[src/rtl/pipelined_chunk_adder.sv]
// pipelined_chunk_adder
//   WIDTH-bit add with carry-in, cut into CHUNK-bit slices, one slice per
//   pipeline stage (STAGES = WIDTH/CHUNK). The carry is registered between
//   stages; the operand bits not yet added ride along in skew registers.
//   Fully pipelined with valid/ready handshakes on both sides.
//
//   Optional macro PIPELINED_CHUNK_ADDER_SUB_EN adds a 'sub' input that turns
//   the operation into a - b (a + ~b + 1).
//
// Ports
//   clk, rst_n          clock, asynchronous active-low reset
//   in_valid/in_ready   input handshake (in_ready = !stall)
//   a, b, carry_in      operands and carry into bit 0
//   sub                 subtract select (only with PIPELINED_CHUNK_ADDER_SUB_EN)
//   out_valid/out_ready output handshake
//   sum, carry_out      result bits and carry out of the MSB
//   overflow            signed two's-complement overflow
module pipelined_chunk_adder #(
   parameter int WIDTH = 32,
   parameter int CHUNK = 8
) (
   input  logic             clk,
   input  logic             rst_n,
   input  logic             in_valid,
   output logic             in_ready,
   input  logic [WIDTH-1:0] a,
   input  logic [WIDTH-1:0] b,
   input  logic             carry_in,
`ifdef PIPELINED_CHUNK_ADDER_SUB_EN
   input  logic             sub,
`endif
   output logic             out_valid,
   input  logic             out_ready,
   output logic [WIDTH-1:0] sum,
   output logic             carry_out,
   output logic             overflow
);

   // Guarded so a zero CHUNK reaches the elaboration error instead of a divide by zero.
   localparam int STAGES = (CHUNK < 1) ? 1 : WIDTH / CHUNK;

   if (CHUNK < 1) begin : g_err_chunk
      $fatal(1, "pipelined_chunk_adder: CHUNK must be >= 1");
   end else if (WIDTH % CHUNK != 0) begin : g_err_width
      $fatal(1, "pipelined_chunk_adder: WIDTH must be a multiple of CHUNK");
   end

   logic             stall;
   logic [WIDTH-1:0] b_eff;
   logic             cin0;
   logic [STAGES-1:0] vld_q;

   // The whole pipeline freezes while the result is waiting on downstream.
   assign stall    = out_valid && !out_ready;
   assign in_ready = !stall;

`ifdef PIPELINED_CHUNK_ADDER_SUB_EN
   // Complement is folded into the operand mux, so the skew registers already
   // hold ~b and the sign bit carried for overflow is the inverted b sign.
   assign b_eff = sub ? ~b : b;
   assign cin0  = sub ? 1'b1 : carry_in;
`else
   assign b_eff = b;
   assign cin0  = carry_in;
`endif

   always_ff @(posedge clk or negedge rst_n) begin
      if (!rst_n) begin
         vld_q <= '0;
      end else if (!stall) begin
         vld_q[0] <= in_valid;
         for (int k = 1; k < STAGES; k++) vld_q[k] <= vld_q[k-1];
      end
   end

   for (genvar k = 0; k < STAGES; k++) begin : g_stg
      localparam int LO  = k * CHUNK;    // sum bits already completed on entry
      localparam int REM = WIDTH - LO;   // operand bits still to add on entry

      logic [REM-1:0]        a_in, b_in;
      logic                  cin, sa_in, sb_in;
      logic [LO+CHUNK-1:0]   sum_d, sum_q;
      logic                  c_d, c_q;
      logic                  sa_q, sb_q;

      if (k == 0) begin : g_first
         assign a_in  = a;
         assign b_in  = b_eff;
         assign cin   = cin0;
         assign sa_in = a[WIDTH-1];
         assign sb_in = b_eff[WIDTH-1];
         assign {c_d, sum_d} = {1'b0, a_in[CHUNK-1:0]} + {1'b0, b_in[CHUNK-1:0]}
                             + {{CHUNK{1'b0}}, cin};
      end else begin : g_next
         logic [CHUNK-1:0] chunk;
         assign a_in  = g_stg[k-1].g_skew.a_q;
         assign b_in  = g_stg[k-1].g_skew.b_q;
         assign cin   = g_stg[k-1].c_q;
         assign sa_in = g_stg[k-1].sa_q;
         assign sb_in = g_stg[k-1].sb_q;
         assign {c_d, chunk} = {1'b0, a_in[CHUNK-1:0]} + {1'b0, b_in[CHUNK-1:0]}
                             + {{CHUNK{1'b0}}, cin};
         assign sum_d = {chunk, g_stg[k-1].sum_q};
      end

      always_ff @(posedge clk or negedge rst_n) begin
         if (!rst_n) begin
            sum_q <= '0;
            c_q   <= 1'b0;
            sa_q  <= 1'b0;
            sb_q  <= 1'b0;
         end else if (!stall) begin
            sum_q <= sum_d;
            c_q   <= c_d;
            sa_q  <= sa_in;
            sb_q  <= sb_in;
         end
      end

      // Upper operand slices that later stages still need.
      if (REM > CHUNK) begin : g_skew
         logic [REM-CHUNK-1:0] a_q, b_q;
         always_ff @(posedge clk or negedge rst_n) begin
            if (!rst_n) begin
               a_q <= '0;
               b_q <= '0;
            end else if (!stall) begin
               a_q <= a_in[REM-1:CHUNK];
               b_q <= b_in[REM-1:CHUNK];
            end
         end
      end
   end

   assign out_valid = vld_q[STAGES-1];
   assign sum       = g_stg[STAGES-1].sum_q;
   assign carry_out = g_stg[STAGES-1].c_q;
   // All-zero registers give overflow=0, so reset state needs no special case.
   assign overflow  = (g_stg[STAGES-1].sa_q == g_stg[STAGES-1].sb_q) &&
                      (g_stg[STAGES-1].sum_q[WIDTH-1] != g_stg[STAGES-1].sa_q);

endmodule

[config.mk]
export PLATFORM = sky130hd
export DESIGN_NAME = pipelined_chunk_adder
export DESIGN_NICKNAME = d
export VERILOG_FILES = /design/src/rtl/pipelined_chunk_adder.sv
export SDC_FILE = /design/constraint.sdc
export NUM_CORES = 1
export LEC_CHECK = 0
export CELL_PAD_IN_SITES_DETAIL_PLACEMENT = 1
export CELL_PAD_IN_SITES_GLOBAL_PLACEMENT = 1
export CORE_UTILIZATION = 38
export CTS_CLUSTER_DIAMETER = 80
export DETAILED_ROUTE_END_ITERATION = 7
export PLACE_DENSITY = 0.79
export SYNTH_ARGS = -nofsm -noshare
export SYNTH_HDL_FRONTEND = slang
export SYNTH_SLANG_ARGS = --single-unit
[constraint.sdc]
create_clock -name clk -period 2.2 [get_ports clk]
set_clock_uncertainty 0.15 [all_clocks]
set_input_delay 0.33 -clock clk [delete_from_list [all_inputs] [get_ports clk]]
set_output_delay 0.33 -clock clk [all_outputs]
set_load 0.005 [all_outputs]
==> flow_summary.json <==
{
  "status": "complete, but fails checks",
  "violations": "setup timing",
  "yosysUniqueCellTypes": 37,
  "timing.hold.ws_ns": 0.1881,
  "grt_pass1_vias": 6360,
  "diodes": 0,
  "power_density_nw_per_um2": 1415,
  "hold_violations": 0,
  "dp_hpwl_um": 12080,
  "vias_per_cell": 4.852,
  "required_ns": 2.35,
  "core-area_um2": 21090,
  "clk_pin_slew_worst_paths_ns": 0.07,
  "ios": 105,
  "ys_seq_area_share_pct": 56.88,
  "min_period_over_period_pct": 100.2,
  "setup_ws_ns": -0.004069,
  "synthesis.area_um2": 8183,
  "die_y_um": 148.7,
  "finalCriticalPeriod_ns": 2.204,
  "synthMuxAreaShare_pct": 0,
  "post-route-util_pct": 49.07,
  "synth.most_common_cell": "nand2_1",
  "hold_path.class": "primary input to asynchronous set/reset pin",
  "syn_inst": 904,
  "yosys.area_share.simple_pct": 25.35,
  "relSlewSlack_pct": 44.37,
  "cts-root-buf": "clkbuf_16",
  "grt.overflow.total": 0,
  "p_leak_nw": 5.126,
  "drive_gt1_share_pct": 8.798,
  "cp-end-kind": "register",
  "antenna_found_initial": 0,
  "synth-edff-count": 0,
  "synthXorXnorAreaFrac_pct": 1.177,
  "critPathArrivalTime_ns": 2.35,
  "max_cap_viol_count": 0,
  "synth_fa_ha_area_share_pct": 6.239,
  "cp-start-kind": "register",
  "crit_fanout": 2,
  "r2r-end": "sum[30]",
  "rr_startpoint": "g_stg[2].g_skew.b_q[0]",
  "synth_top_area_share_pct": 56.88,
  "stdcell_count": 1298,
  "dp.cells": 1262,
  "start_util_pct": 38.80,
  "clock.fmax_mhz": 453.7,
  "reg2reg_depth": 7,
  "synth_nets": 1009,
  "ys_top_cells_by_area": "dfrtp_1, nand2_1, ha_1",
  "insertion_delay_ns": 0.43,
  "synth_top_flop_cell": "dfrtp_1",
  "vias": 6298,
  "slew_viol_final": 0,
  "vdd_drop_max_v": 0.0004410,
  "wl_per_cell_um": 14.44,
  "reg2reg_setup_slack_ns": -0.004,
  "final_area_um2": 10350,
  "worst_pin_slew_ns": 0.8345,
  "grt_pass1_wl_um": 31350,
  "drt_iter0_markers": 266,
  "portBuffers": 104,
  "grt_max_degree": 187,
  "numCtsBuffers": 17,
  "numClockSinks": 186,
  "ys_warn_count": 0,
  "synth_compound_area_share_pct": 7.706,
  "synth-seq-cells": 186,
  "die_w_um": 148.7,
  "num_rows": 53,
  "layout.nets": 1115,
  "grt_use_total_pct": 17.83,
  "async_flop_share_pct": 100.0,
  "areaGrowthSynthToFinish_pct": 26.47,
  "htreeDepth": 4,
  "clockBufferDepth": 2,
  "final_antenna_net_count": 0,
  "grt_setup_unrepaired": "yes",
  "synth_top_family_by_area": "simple AND/OR/NAND/NOR gates",
  "synth_common_cells": "nand2_1, dfrtp_1, ha_1",
  "wl_um": 18740,
  "dieArea_um2": 22130,
  "setup_viol": 1,
  "syn_avg_cell_area_um2": 9.052,
  "cts_tree": "yes",
  "timing_worst_setup_path_type": "register to register",
  "post-route-drc-count": 0,
  "firstDrtPassIters": 5,
  "place.gp.congestion": 0.7446,
  "synth_largest_area_cell": "dfrtp_1",
  "placed_area_um2": 9605
}
critical path: stages, from the launching register on:
cell and delay, ns:
dfrtp_1 0.41, fa_2 0.43, fa_2 0.38, a21oi_4 0.18, o21ai_2 0.09, a21oi_2 0.19
xnor2_1 0.16, o21ai_1 0.09
cell families after synthesis:
| logic type | count (synthesis) |
|---|---|
| buffers and inverters | 49 |
| AO/OA/AOI/OAI | 94 |
| flip-flops | 186 |
| AND/OR/NAND/NOR | 528 |
| adder cells (fa/ha/maj) | 36 |
| XOR/XNOR | 11 |
sequential cells by signal, summed over array words and instances (netlist names):
register / cells
g_stg.c_q: 3
vld_q: 4
carry_out: 1
g_stg.sum_q: 48
g_stg.sb_q: 4
g_stg.sa_q: 4
sum: 32
g_stg.g_skew.b_q: 45
g_stg.g_skew.a_q: 45
how the worst max path moves through the flow:
stage	startpoint	to	slack (ns)	depth (start not counted)
floorplan	a[0]	g_stg[0].sum_q[6]	0.01	7
global placement	a[0]	g_stg[0].sum_q[6]	-0.61	8
detailed placement	a[0]	g_stg[0].sum_q[6]	-0.62	8
CTS	a[0]	g_stg[0].sum_q[6]	-0.03	8
global route	g_stg[0].c_q	g_stg[1].sum_q[14]	-0.1	7
finish	g_stg[2].g_skew.b_q[0]	sum[30]	-0.004	7
layout make-up:
class / count / area (um2)
flip-flops and latches: 186 / 4654
multi-input cells: 669 / 3421
repair buffers: 130 / 1296
fillers: 2431 / 10740
clock buffers: 21 / 470.5
inverters: 6 / 27.53
well taps: 275 / 344.1
clock inverters: 11 / 135.1
report_power, final:
part	total (mW)	switching, mW	internal, mW
Combinational	5.69	3.04	2.65
Clock	3.16	1.37	1.79
Sequential	5.80	0.896	4.90
Total	14.6	5.30	9.34
metrics by stage:
| stage | TNS (ns) | power (mW) | setup WS (ns) |
|---|---|---|---|
| 2_1_floorplan | 0 | 9.151 | 0.01326 |
| 3_3_place_gp | -2.351 | 10.93 | -0.6063 |
| 3_5_place_dp | -3.095 | 11.24 | -0.6202 |
| 4_1_cts | -0.04378 | 14.69 | -0.03304 |
| 5_1_grt | -0.4424 | 15.82 | -0.09796 |
| 6_report | -0.004069 | 14.65 | -0.004069 |
layer usage:
metal	up-vias	global-route usage (%)	wire [um]
li1	3108	-	-
met1	3096	22.68	8498
met2	73	30.89	9605
met3	21	2.875	379
met4	0	5.918	257
met5	-	0	0
timing repair:
action                                  CTS  global route
buffers inserted                          2             2
endpoints found under the setup margin   11            12
resized for setup                        18            19
pin swaps                                 6            13
hold buffers                              1             0
hold endpoints to repair                156             0
cell usage in the layout (no fill, tap or decap), types with 3 or more instances in the layout:
| cell | count |
|---|---|
| nor2_1 | 16 |
| nor3_1 | 3 |
| nand4b_1 | 7 |
| o21ai_1 | 4 |
| buf_12 | 4 |
| and3_1 | 3 |
| a21oi_1 | 17 |
| dfrtp_1 | 186 |
| clkdlybuf4s50_1 | 103 |
| a211oi_2 | 5 |
| a21o_1 | 12 |
| o21ai_0 | 18 |
| clkbuf_16 | 17 |
| ha_1 | 28 |
| o21ai_2 | 4 |
| nand2_1 | 481 |
| xor2_1 | 5 |
| a211oi_1 | 8 |
| inv_1 | 4 |
| xnor2_1 | 6 |
| nor2_2 | 3 |
| nor3b_1 | 8 |
| clkbuf_8 | 4 |
| a221oi_2 | 3 |
| o311ai_0 | 4 |
| fa_2 | 8 |
| o31ai_1 | 4 |
| inv_6 | 4 |
| buf_4 | 20 |
(Power assumes the default switching activity.)
